--- src/rtl/drm_bist.sv ---
`default_nettype none
// ============================================================================
// drm_bist : self-test controller for the drm_tag dual-port RAM.
//            Fills every word with a pattern, reads it back, and reports a verdict.
// Revision : 1.0
// ============================================================================
module drm_bist #(
    parameter int ADDR_WIDTH    = 6,
    parameter int DATA_WIDTH    = 8,
    parameter int RD_LATENCY    = 1,
    parameter int ERR_CNT_WIDTH = 3
) (
    input  logic                                           clk,
    input  logic                                           rst_n,
    input  logic                                           start,
    input  logic                                           mode,
    output logic                                           busy,
    output logic                                           done,
    output logic                                           pass,
    output logic [ERR_CNT_WIDTH-1:0]                       err_cnt,
    output logic [ADDR_WIDTH-1:0]                          first_err_addr,
    output logic                                           mem_wr_en,
    output logic [ADDR_WIDTH-1:0]                          mem_wr_addr,
    output logic [DATA_WIDTH-1:0]                          mem_wr_data,
    output logic [((DATA_WIDTH/8 > 0) ? DATA_WIDTH/8 : 1)-1:0] mem_wr_byte_en,
    output logic [ADDR_WIDTH-1:0]                          mem_rd_addr,
    input  logic [DATA_WIDTH-1:0]                          mem_rd_data
);

    localparam int BE_WIDTH  = (DATA_WIDTH/8 > 0) ? DATA_WIDTH/8 : 1;
    localparam int CNT_WIDTH = ADDR_WIDTH + 1;
    localparam logic [CNT_WIDTH-1:0] LAST_CNT  = CNT_WIDTH'(1 << ADDR_WIDTH);
    localparam logic [CNT_WIDTH-1:0] DRAIN_CNT = CNT_WIDTH'(RD_LATENCY);
    localparam logic [CNT_WIDTH-1:0] CNT_ONE   = CNT_WIDTH'(1);

    typedef enum logic [2:0] {
        S_IDLE  = 3'd0,
        S_WRITE = 3'd1,
        S_GAP   = 3'd2,
        S_READ  = 3'd3,
        S_DRAIN = 3'd4,
        S_DONE  = 3'd5
    } state_t;

    state_t                   state_q;
    logic [CNT_WIDTH-1:0]     cnt_q;
    logic                     mode_q;
    logic                     busy_q;
    logic                     done_q;
    logic                     wr_en_q;
    logic [ADDR_WIDTH-1:0]    wr_addr_q;
    logic [DATA_WIDTH-1:0]    wr_data_q;
    logic [ADDR_WIDTH-1:0]    rd_addr_q;
    logic [ERR_CNT_WIDTH-1:0] err_cnt_q;
    logic [ERR_CNT_WIDTH-1:0] err_cnt_d;
    logic [ADDR_WIDTH-1:0]    first_err_q;
    logic [ADDR_WIDTH-1:0]    first_err_d;

    logic                     pipe_vld_q  [RD_LATENCY];
    logic [DATA_WIDTH-1:0]    pipe_exp_q  [RD_LATENCY];
    logic [ADDR_WIDTH-1:0]    pipe_addr_q [RD_LATENCY];
    logic                     w_mismatch;

    // Mode 0: all-ones minus address; mode 1: 0101.. on even, 1010.. on odd addresses.
    function automatic logic [DATA_WIDTH-1:0] pattern(input logic m, input logic [ADDR_WIDTH-1:0] a);
        logic [DATA_WIDTH-1:0] p;
        p = ~DATA_WIDTH'(a);
        if (m) begin
            for (int i = 0; i < DATA_WIDTH; i++) begin
                p[i] = a[0] ^ ~i[0];
            end
        end
        return p;
    endfunction

    // Expected word travels alongside the RAM read latency so it meets mem_rd_data.
    always_ff @(posedge clk or negedge rst_n) begin
        if (!rst_n) begin
            for (int i = 0; i < RD_LATENCY; i++) begin
                pipe_vld_q[i]  <= 1'b0;
                pipe_exp_q[i]  <= '0;
                pipe_addr_q[i] <= '0;
            end
        end else begin
            pipe_vld_q[0]  <= (state_q == S_READ);
            pipe_exp_q[0]  <= pattern(mode_q, rd_addr_q);
            pipe_addr_q[0] <= rd_addr_q;
            for (int i = 1; i < RD_LATENCY; i++) begin
                pipe_vld_q[i]  <= pipe_vld_q[i-1];
                pipe_exp_q[i]  <= pipe_exp_q[i-1];
                pipe_addr_q[i] <= pipe_addr_q[i-1];
            end
        end
    end

    assign w_mismatch = pipe_vld_q[RD_LATENCY-1] && (mem_rd_data != pipe_exp_q[RD_LATENCY-1]);

    always_comb begin
        err_cnt_d   = err_cnt_q;
        first_err_d = first_err_q;
        if (w_mismatch) begin
            if (err_cnt_q != '1) begin
                err_cnt_d = err_cnt_q + ERR_CNT_WIDTH'(1);
            end
            if (err_cnt_q == '0) begin
                first_err_d = pipe_addr_q[RD_LATENCY-1];
            end
        end
    end

    always_ff @(posedge clk or negedge rst_n) begin
        if (!rst_n) begin
            state_q     <= S_IDLE;
            cnt_q       <= '0;
            mode_q      <= 1'b0;
            busy_q      <= 1'b0;
            done_q      <= 1'b0;
            wr_en_q     <= 1'b0;
            wr_addr_q   <= '0;
            wr_data_q   <= '0;
            rd_addr_q   <= '0;
            err_cnt_q   <= '0;
            first_err_q <= '0;
        end else begin
            err_cnt_q   <= err_cnt_d;
            first_err_q <= first_err_d;
            case (state_q)
                S_IDLE, S_DONE: begin
                    if (start) begin
                        state_q     <= S_WRITE;
                        mode_q      <= mode;
                        busy_q      <= 1'b1;
                        done_q      <= 1'b0;
                        err_cnt_q   <= '0;
                        first_err_q <= '0;
                        wr_en_q     <= 1'b1;
                        wr_addr_q   <= '0;
                        wr_data_q   <= pattern(mode, {ADDR_WIDTH{1'b0}});
                        cnt_q       <= CNT_ONE;
                    end
                end
                S_WRITE: begin
                    // cnt_q holds the next address; reaching N means address N-1 is on the bus.
                    if (cnt_q == LAST_CNT) begin
                        state_q   <= S_GAP;
                        wr_en_q   <= 1'b0;
                        wr_addr_q <= '0;
                        wr_data_q <= '0;
                        cnt_q     <= '0;
                    end else begin
                        wr_addr_q <= cnt_q[ADDR_WIDTH-1:0];
                        wr_data_q <= pattern(mode_q, cnt_q[ADDR_WIDTH-1:0]);
                        cnt_q     <= cnt_q + CNT_ONE;
                    end
                end
                S_GAP: begin
                    state_q   <= S_READ;
                    rd_addr_q <= '0;
                    cnt_q     <= CNT_ONE;
                end
                S_READ: begin
                    if (cnt_q == LAST_CNT) begin
                        state_q   <= S_DRAIN;
                        rd_addr_q <= '0;
                        cnt_q     <= CNT_ONE;
                    end else begin
                        rd_addr_q <= cnt_q[ADDR_WIDTH-1:0];
                        cnt_q     <= cnt_q + CNT_ONE;
                    end
                end
                S_DRAIN: begin
                    if (cnt_q == DRAIN_CNT) begin
                        state_q <= S_DONE;
                        busy_q  <= 1'b0;
                        done_q  <= 1'b1;
                        cnt_q   <= '0;
                    end else begin
                        cnt_q <= cnt_q + CNT_ONE;
                    end
                end
                default: begin
                    state_q <= S_IDLE;
                end
            endcase
        end
    end

    assign busy           = busy_q;
    assign done           = done_q;
    assign pass           = done_q && (err_cnt_q == '0);
    assign err_cnt        = err_cnt_q;
    assign first_err_addr = first_err_q;
    assign mem_wr_en      = wr_en_q;
    assign mem_wr_addr    = wr_addr_q;
    assign mem_wr_data    = wr_data_q;
    assign mem_wr_byte_en = {BE_WIDTH{1'b1}};
    assign mem_rd_addr    = rd_addr_q;

endmodule
`default_nettype wire

--- config.mk ---
export PLATFORM = sky130hd
export DESIGN_NAME = drm_bist
export DESIGN_NICKNAME = d
export VERILOG_FILES = /design/src/rtl/drm_bist.sv
export SDC_FILE = /design/constraint.sdc
export NUM_CORES = 1
export LEC_CHECK = 0
export ABC_AREA = 1
export CORE_MARGIN = 3
export CORE_UTILIZATION = 50
export CTS_CLUSTER_DIAMETER = 40
export CTS_CLUSTER_SIZE = 24
export DETAILED_ROUTE_END_ITERATION = 12
export PLACE_DENSITY = 0.85
export SYNTH_ARGS = -nofsm -noshare
export SYNTH_HDL_FRONTEND = slang
export SYNTH_SLANG_ARGS = --single-unit
--- constraint.sdc ---
create_clock -name clk -period 4.45 [get_ports clk]
set_input_delay 1.1125 -clock clk [delete_from_list [all_inputs] [get_ports clk]]
set_output_delay 1.1125 -clock clk [all_outputs]
set_load 0.02 [all_outputs]
==> reports/results.ini, run 1 <==
[worst_setup_path]
critPathTopFamily=buffers and inverters
worstPathArrival_ns=1.86
cp_max_fo=3
crit_chain=inv_1 > ha_1 > nand2_1 > nor2_1 > clkdlybuf4s50_1
crit_path_start_kind=flop
cp_slowest_cell=clkdlybuf4s50_1
required_ns=3.34
critPathKind=reg2out
slowest_delay_ns=0.63
cp-end-kind=primary output
crit_start=err_cnt[0]$_DFF_PN0_
path_buf_inv=2
regToRegStartpoint=cnt_q[0]$_DFFE_PN0P_

[yosys]
synthMostInstantiatedCell=nand2_1
synthTopCellsByCount=nand2_1, dfrtp_1, nor2_1
synth_ff_type=dfrtp_1
synth.area.top_cells=dfrtp_1, nand2_1, nor2_1
ys_ff_latch=58
synth_top_area_cell=dfrtp_1
syn_area_um2=2610
async_reset_ff_share_pct=100
yosysSeqAreaShare_pct=55.6
synth_edf_count=0
synth.top_cell.area_share_pct=55.6
synth_fp_nets=326
syn-instance-count=309
ys_types=27
avgSynthCellArea_um2=8.45
synth_warnings=0

[place]
place_ws_ns=1.80
gp_congestion=0.873
io_buffers=44
hpwlAfterDp_um=4220
dp.cells=414

[floorplan]
pin_count=46
coreArea_um2=4880
die_x_um=78.3
die-height_um=78.3
rows=25
start_util_pct=53.5
die_area_um2=6130

[cts]
cts_resized=0
htree_levels=3
cts_root_buf=clkbuf_8
cts_max_path_buffers=2
cts_tree=built
clock_latency_ns=0.34
ctsHoldBuffers=0
post_cts_buffers=0
clock_sinks=58
numCtsBuffers=9
path_clk_slew_ns=0.07

[detailed_routing]
drt-total-wl_um=5780
wire_per_inst_um=13.4
dr.pass1.iters=4
routed-via-count=2168
drc=0
drtAntennaViolNets=0
vias_per_cell=5.04
drtIter0Drc=215

[sta]
layout_setup_ws_ns=1.48
finalHoldViolations=0
holdWs_ns=0.449
slew_headroom_pct=52.8
fin_crit_sh_pct=66.8
fin_skew_ns=0.00758
fmax_mhz=336
worst_pin_slew_ns=0.707
fin_setup_tns_ns=0
rsz0062_at_grt=false
setup_viol=0
period_needed_ns=2.97
maxSlewViolCount=0

[layout]
diodes=0
regArea_um2=1450
fin_cells=430
final_nets=375
area_growth_pct=24.9
fillCellCount=406
drive_gt1_share_pct=9.64
multiInputGateArea_um2=961
utilization_pct=66.8

[power]
irDropWorstVdd_mv=0.376
power.leakage_nw=1.62
p_per_area_nw_per_um2=695

[run_status]
status=completed

[hold_path]
hp-class=reg2reg
holdCritStartpoint=mem_rd_addr[2]$_DFFE_PN0P_

[global_route]
antenna_found_initial=0
grt_pass1_vias=2200
grtUsageMet1_pct=26.2
grt_max_degree=59
use_met2_pct=35.4
met3_usage_pct=4.59
grt_use_total_pct=21.3
grt-ovfl-total=0
grt_first_pass_wirelength_um=10100
grt_most_used_layer=met2

[run]
cap_violations=0

-- per-layer routing --
| metal | part of all wire, % | vias up |
|---|---|---|
| met5 | 0 | - |
| met4 | 1.9 | 0 |
| met3 | 4.8 | 11 |
| met2 | 50 | 63 |
| met1 | 43 | 1030 |
| li1 | - | 1064 |
-- report_power, final --
group          switching (W)  leakage (nW)  internal, W
sequential          0.000130         0.735     0.000701
combinational       0.000628         0.798     0.000385
clock               0.000208        0.0851     0.000214
-- per-stage QoR --
step | cell area, um2 | total power, W
3_5_place_dp | 3090 | 0.00185
6_report | 3260 | 0.00227
2_1_floorplan | 2610 | 0.00152
3_3_place_gp | 3090 | 0.00181
4_1_cts | 3260 | 0.00228
5_1_grt | 3260 | 0.00244
-- final timing paths --
| kind | slack, ns | cells after the start | to |
|---|---|---|---|
| max | 1.48 | 5 | pass |
| min | 0.45 | 0 | pipe_addr_q[2]$_DFF_PN0_ |
| max reg2reg | 2.65 | 9 | state_q[2]$_DFFE_PN0P_ |
| min reg2reg | 0.45 | 0 | pipe_addr_q[2]$_DFF_PN0_ |
| max in group asynchronous | 3.08 | 2 | state_q[0]$_DFFE_PN0P_ |
| min in group asynchronous | 0.91 | 2 | pipe_exp_q[0]$_DFF_PN0_ |
-- cell type report --
cell class,instances,area share (%)
Sequential cell,58,44.5
Inverter,40,4.60
Clock buffer,11,4.34
Tap cell,67,2.57
Clock inverter,5,0.921
Timing Repair Buffer,45,13.6
Multi-Input combinational cell,204,29.5
-- kinds of logic after synthesis --
| group | share of synthesized area [%] |
|---|---|
| AOI/OAI and AO/OA | 9.68 |
| xor gates and xnor gates | 1.34 |
| adders and majority gates | 2.40 |
| buffers and inverters | 7.62 |
| DFF | 55.6 |
| other | 0.144 |
| and+or+nand+nor | 23.2 |
-- sequential cells by signal, indices dropped and copies added, names as in the netlist --
name            flops
busy                1
cnt_q               7
done                1
err_cnt             3
first_err_addr      6
mem_rd_addr         6
mem_wr_addr         6
mem_wr_data         8
mem_wr_en           1
mode_q              1
pipe_addr_q         6
pipe_exp_q          8
pipe_vld_q          1
state_q             3
-- cell usage in the layout, fill, tap and decap left out, types with 2 or more instances in the layout --
cell type,n
a21oi_1,10
inv_1,31
o21ai_0,22
clkinvlp_4,2
clkbuf_8,10
nand3_1,4
dfrtp_1,58
nand2_2,4
clkinv_2,3
nand4_1,2
nor2_1,35
clkdlybuf4s50_1,43
nand2_4,3
inv_2,9
xnor2_1,4
nor3_1,5
o21ai_1,11
ha_1,5
nand2_1,91
Power figures use the tool's default switching activity.
==> run 2, diff against run 1 <==
==> constraint.sdc (replaced) <==
create_clock -name clk -period 3.1 [get_ports clk]
set_input_delay 0.775 -clock clk [delete_from_list [all_inputs] [get_ports clk]]
set_output_delay 0.775 -clock clk [all_outputs]
set_load 0.02 [all_outputs]
==> reports/results.ini, run 2 (synthesis results as in run 1) <==
[detailed_routing]
drtAntennaViolNets=0  ; unchanged
dr.pass1.iters=4  ; unchanged
routed-via-count=2139  ; -1.3%
vias_per_cell=4.99  ; -1.1%
drtIter0Drc=152  ; -29%
drc=0  ; unchanged
drt-total-wl_um=5640  ; -2.4%
wire_per_inst_um=13.2  ; -2.1%

[global_route]
antenna_found_initial=0  ; unchanged
grt_pass1_vias=2118  ; -3.7%
grt_use_total_pct=20.6  ; -0.69 points
grt_max_degree=59  ; unchanged
grt_first_pass_wirelength_um=9770  ; -3.1%
grt-ovfl-total=0  ; unchanged

[sta]
fin_crit_sh_pct=83.8
maxSlewViolCount=0  ; unchanged
slew_headroom_pct=52.7  ; -0.14 points
fin_setup_tns_ns=0  ; unchanged
setup_viol=0  ; unchanged
fin_skew_ns=0.00852  ; +0.000932 ns
fmax_mhz=385
holdWs_ns=0.450  ; +0.000715 ns
worst_pin_slew_ns=0.709  ; +0.00210 ns
period_needed_ns=2.60
rsz0062_at_grt=false
finalHoldViolations=0  ; unchanged

[worst_setup_path]
worstPathArrival_ns=1.82  ; -0.04 ns
cp_max_fo=3  ; unchanged
required_ns=2.32  ; -1.02 ns
cp-end-kind=primary output
critPathKind=reg2out
r2r_slack_ns=1.33  ; -1.32 ns
crit_path_start_kind=flop

[cts]
cts_tree=built
clock_latency_ns=0.34  ; about the same
htree_levels=3  ; unchanged
numCtsBuffers=9  ; unchanged
clock_sinks=58  ; unchanged
path_clk_slew_ns=0.06  ; about the same
cts_resized=0  ; unchanged
post_cts_buffers=0  ; unchanged
cts_root_buf=clkbuf_8
ctsHoldBuffers=0  ; unchanged
cts_max_path_buffers=2  ; unchanged

[layout]
layout_common_cells=nand2_1, dfrtp_1, clkdlybuf4s50_1
final_nets=375  ; unchanged
design_area_um2=3260  ; unchanged
fin_cells=429  ; -0.23%
final_common_cell=nand2_1
area_growth_pct=24.9  ; unchanged
diodes=0  ; unchanged
drive_gt1_share_pct=9.12  ; -0.53 points

[hold_path]
hp-class=reg2reg

[place]
hpwlAfterDp_um=4110  ; -2.4%
post_dp_cell_area_um2=3090  ; unchanged
io_buffers=44  ; unchanged
gp_congestion=0.874  ; about the same
dp.cells=414  ; unchanged

[floorplan]
start_util_pct=53.5  ; unchanged
die_x_um=78.3  ; unchanged
pin_count=46  ; unchanged
die_area_um2=6130  ; unchanged
coreArea_um2=4880  ; unchanged
die-height_um=78.3  ; unchanged
rows=25  ; unchanged

[run_status]
status=completed

[power]
power_w=0.00326  ; +44%
irDropWorstVdd_mv=0.521  ; +38%
p_per_area_nw_per_um2=998  ; +44%
power.leakage_nw=1.62  ; about the same

[run]
cap_violations=0  ; unchanged

[run 2: changes by cell type in the layout (fill, tap and decap cells not counted)]
cell	change
clkbuf_1	+1
clkinv_2	-2
clkbuf_8	+1
clkinvlp_4	-1
[run 2: through the flow]
step | utilization (%) | worst slack, ns
global route | 66.8 | 0.368
floorplan | - | 1.28
CTS | 66.8 | 0.491
detailed placement | 63.3 | 0.797
finish | 66.8 | 0.504
global placement | 63.3 | 0.880
[run 2: final cells by class]
type                       count  area, um2
fill                         406       1620
timing repair buffer          45        443
clock buffer                  13        159
multi-input combinational    204        961
tap                           67       83.8
clock inverter                 2       12.5
sequential                    58       1450
inverter                      40        150
[run 2: path summary, 6_finish.rpt]
path | start | endpoint | cells after the start
worst max-delay path | err_cnt[0]$_DFF_PN0_ | pass | 5
worst min-delay path | mem_rd_addr[2]$_DFFE_PN0P_ | pipe_addr_q[2]$_DFF_PN0_ | 0
worst max register to register | cnt_q[1]$_DFFE_PN0P_ | state_q[2]$_DFFE_PN0P_ | 9
worst min register to register | mem_rd_addr[2]$_DFFE_PN0P_ | pipe_addr_q[2]$_DFF_PN0_ | 0
max in group asynchronous | rst_n | cnt_q[5]$_DFFE_PN0P_ | 2
min in group asynchronous | rst_n | pipe_exp_q[0]$_DFF_PN0_ | 2
[run 2: metal layers]
metal  wire length, um  track usage, %  vias to the layer above  share of wire (%)
met5                 0               0                        -                  0
met4                86            8.22                        0                1.5
met3               336            6.08                        8                6.0
met2              2870            34.6                       64                 51
met1              2350            24.8                     1012                 42
li1                  -               -                     1055                  -
[run 2: worst max-delay path, stage by stage (launching register included)]
cell             delay, ns
dfrtp_1               0.39
inv_1                 0.10
ha_1                  0.16
nand2_1               0.08
nor2_1                0.13
clkdlybuf4s50_1       0.62
[run 2: where the power goes]
part | internal, W | switching, W
logic | 0.000553 | 0.000897
clock network | 0.000328 | 0.000283
registers | 0.00101 | 0.000188
total | 0.00189 | 0.00137
==> run 3, diff against run 2 <==
--- a/config.mk
+++ b/config.mk
@@ -7,11 +7,11 @@
 export LEC_CHECK = 0
 export ABC_AREA = 1
 export CORE_MARGIN = 3
-export CORE_UTILIZATION = 50
+export CORE_UTILIZATION = 47
 export CTS_CLUSTER_DIAMETER = 40
 export CTS_CLUSTER_SIZE = 24
 export DETAILED_ROUTE_END_ITERATION = 12
-export PLACE_DENSITY = 0.85
+export PLACE_DENSITY = 0.84
 export SYNTH_ARGS = -nofsm -noshare
 export SYNTH_HDL_FRONTEND = slang
 export SYNTH_SLANG_ARGS = --single-unit
==> constraint.sdc (replaced) <==
create_clock -name clk -period 2.1 [get_ports clk]
set_input_delay 0.525 -clock clk [delete_from_list [all_inputs] [get_ports clk]]
set_output_delay 0.525 -clock clk [all_outputs]
set_load 0.02 [all_outputs]
==> reports/results.ini, run 3 (synthesis results as in run 1) <==
[global_route]
grt-ovfl-total=0  ; unchanged
grt_pass1_vias=2142  ; +1.1%
antenna_found_initial=0  ; unchanged
grt_first_pass_wirelength_um=9940  ; +1.8%
grt_use_total_pct=20.2  ; -0.34 points
grt_max_degree=37  ; -37%

[layout]
area_growth_pct=27.5
layout_common_cells=nand2_1, dfrtp_1, clkdlybuf4s50_1
fin_cells=433  ; +0.93%
final_common_cell=nand2_1
design_area_um2=3330  ; +2.1%
drive_gt1_share_pct=9.92  ; +0.80 points
final_nets=375  ; unchanged
utilization_pct=63.6  ; -3.3 points
diodes=0  ; unchanged

[sta]
fin_crit_sh_pct=93.3
period_needed_ns=1.96
fin_setup_tns_ns=0  ; unchanged
worst_pin_slew_ns=0.518  ; -0.191 ns
fmax_mhz=510
maxSlewViolCount=0  ; unchanged
setup_viol=0  ; unchanged
rsz0062_at_grt=false
fin_skew_ns=0.0112  ; +0.00270 ns
finalHoldViolations=0  ; unchanged
slew_headroom_pct=65.5  ; +13 points
layout_setup_ws_ns=0.140  ; -0.364 ns

[cts]
clock_sinks=58  ; unchanged
clock_latency_ns=0.34  ; about the same
path_clk_slew_ns=0.06  ; about the same
cts_tree=built
post_cts_buffers=0  ; unchanged
cts_root_buf=clkbuf_8
htree_levels=3  ; unchanged
numCtsBuffers=9  ; unchanged
cts_max_path_buffers=2  ; unchanged

[floorplan]
die_x_um=80.5  ; +2.9%
coreArea_um2=5240  ; +7.3%
die-height_um=80.5  ; +2.9%
pin_count=46  ; unchanged
die_area_um2=6490  ; +5.9%
rows=26  ; +4.0%
start_util_pct=49.9  ; -3.7 points

[worst_setup_path]
crit_path_start_kind=flop
worstPathArrival_ns=1.43  ; -0.39 ns
required_ns=1.57  ; -0.75 ns
cp_max_fo=5  ; +2
path_buf_inv=1  ; -1
cp-end-kind=primary output
critPathKind=reg2out
crit_chain=clkdlybuf4s50_1
cp_slowest_cell=clkdlybuf4s50_1
critPathTopFamily=buffers and inverters
slowest_delay_ns=0.65  ; +0.03 ns

[detailed_routing]
wire_per_inst_um=13.4  ; +2.1%
drt-total-wl_um=5810  ; +3.0%
vias_per_cell=5.00  ; +0.33%
drtIter0Drc=88  ; -42%
drtAntennaViolNets=0  ; unchanged
drc=0  ; unchanged
dr.pass1.iters=4  ; unchanged
routed-via-count=2166  ; +1.3%

[power]
irDropWorstVdd_mv=0.746  ; +43%
p_per_area_nw_per_um2=1530  ; +53%
power.leakage_nw=1.66  ; +2.3%

[place]
hpwlAfterDp_um=4150  ; +0.88%
post_dp_cell_area_um2=3110  ; +0.53%
gp_congestion=0.834  ; -4.5%
io_buffers=44  ; unchanged
place_ws_ns=0.00761  ; -0.789 ns
dp.cells=417  ; +0.72%

[run_status]
status=completed

[hold_path]
hp-class=in2async

[run]
cap_violations=0  ; unchanged

==> run 3: cell types whose count changed in the layout (fill, tap and decap cells not counted), sizes merged <==
cell           previous run  this run
clkinv                    1         2
clkbuf                   13        12
buf                       2         3
bufinv                    0         2
clkdlybuf4s50            43        42
clkinvlp                  1         0
==> run 3: path summary, 6_finish.rpt <==
| kind | startpoint | to | cells after the start | slack [ns] |
|---|---|---|---|---|
| max reg2reg | cnt_q[1]$_DFFE_PN0P_ | state_q[2]$_DFFE_PN0P_ | 9 | 0.29 |
| min in group clk | mem_rd_addr[2]$_DFFE_PN0P_ | pipe_addr_q[2]$_DFF_PN0_ | 0 | 0.48 |
| max | mem_rd_addr[0]$_DFFE_PN0P_ | mem_rd_addr[0] | 1 | 0.14 |
| min | rst_n | first_err_addr[4]$_DFF_PN0_ | 1 | 0.16 |
| min reg2reg | mem_rd_addr[2]$_DFFE_PN0P_ | pipe_addr_q[2]$_DFF_PN0_ | 0 | 0.48 |
| max in group asynchronous | rst_n | cnt_q[6]$_DFFE_PN0P_ | 2 | 1.37 |
==> run 3: area by class of cell <==
class / instances / area [um2]
fillers: 455 / 1910
clock buffers: 12 / 155
flip-flops and latches: 58 / 1450
multi-input cells: 204 / 961
inverters: 40 / 150
clock inverters: 4 / 73.8
repair buffers: 45 / 450
well taps: 70 / 87.6
==> run 3: where the power goes <==
| part | switching [W] | internal, W | total, W |
|---|---|---|---|
| sequential | 0.000281 | 0.00148 | 0.00177 |
| clock | 0.000452 | 0.000734 | 0.00119 |
| combinational | 0.00133 | 0.000814 | 0.00215 |
==> run 3: metal layers <==
layer | global-route usage [%] | vias to the layer above | wire length [um]
li1 | - | 1060 | -
met1 | 25.9 | 1039 | 2590
met2 | 32.1 | 59 | 2820
met3 | 5.49 | 8 | 320
met4 | 8.78 | 0 | 91
met5 | 0 | - | 0
==> run 3: repair_timing <==
action                                 CTS  global route
hold buffers                             0             0
gates resized for setup                  3             1
setup endpoints to repair                1             1
pin swaps                                0             0
endpoints found under the hold margin    0             0
==> run 3: stage by stage <==
stage	power (W)	hold slack [ns]
detailed placement	0.00393	0.448
floorplan	0.00322	0.229
global placement	0.00384	0.436
global route	0.00547	0.195
finish	0.00510	0.162
CTS	0.00513	0.158
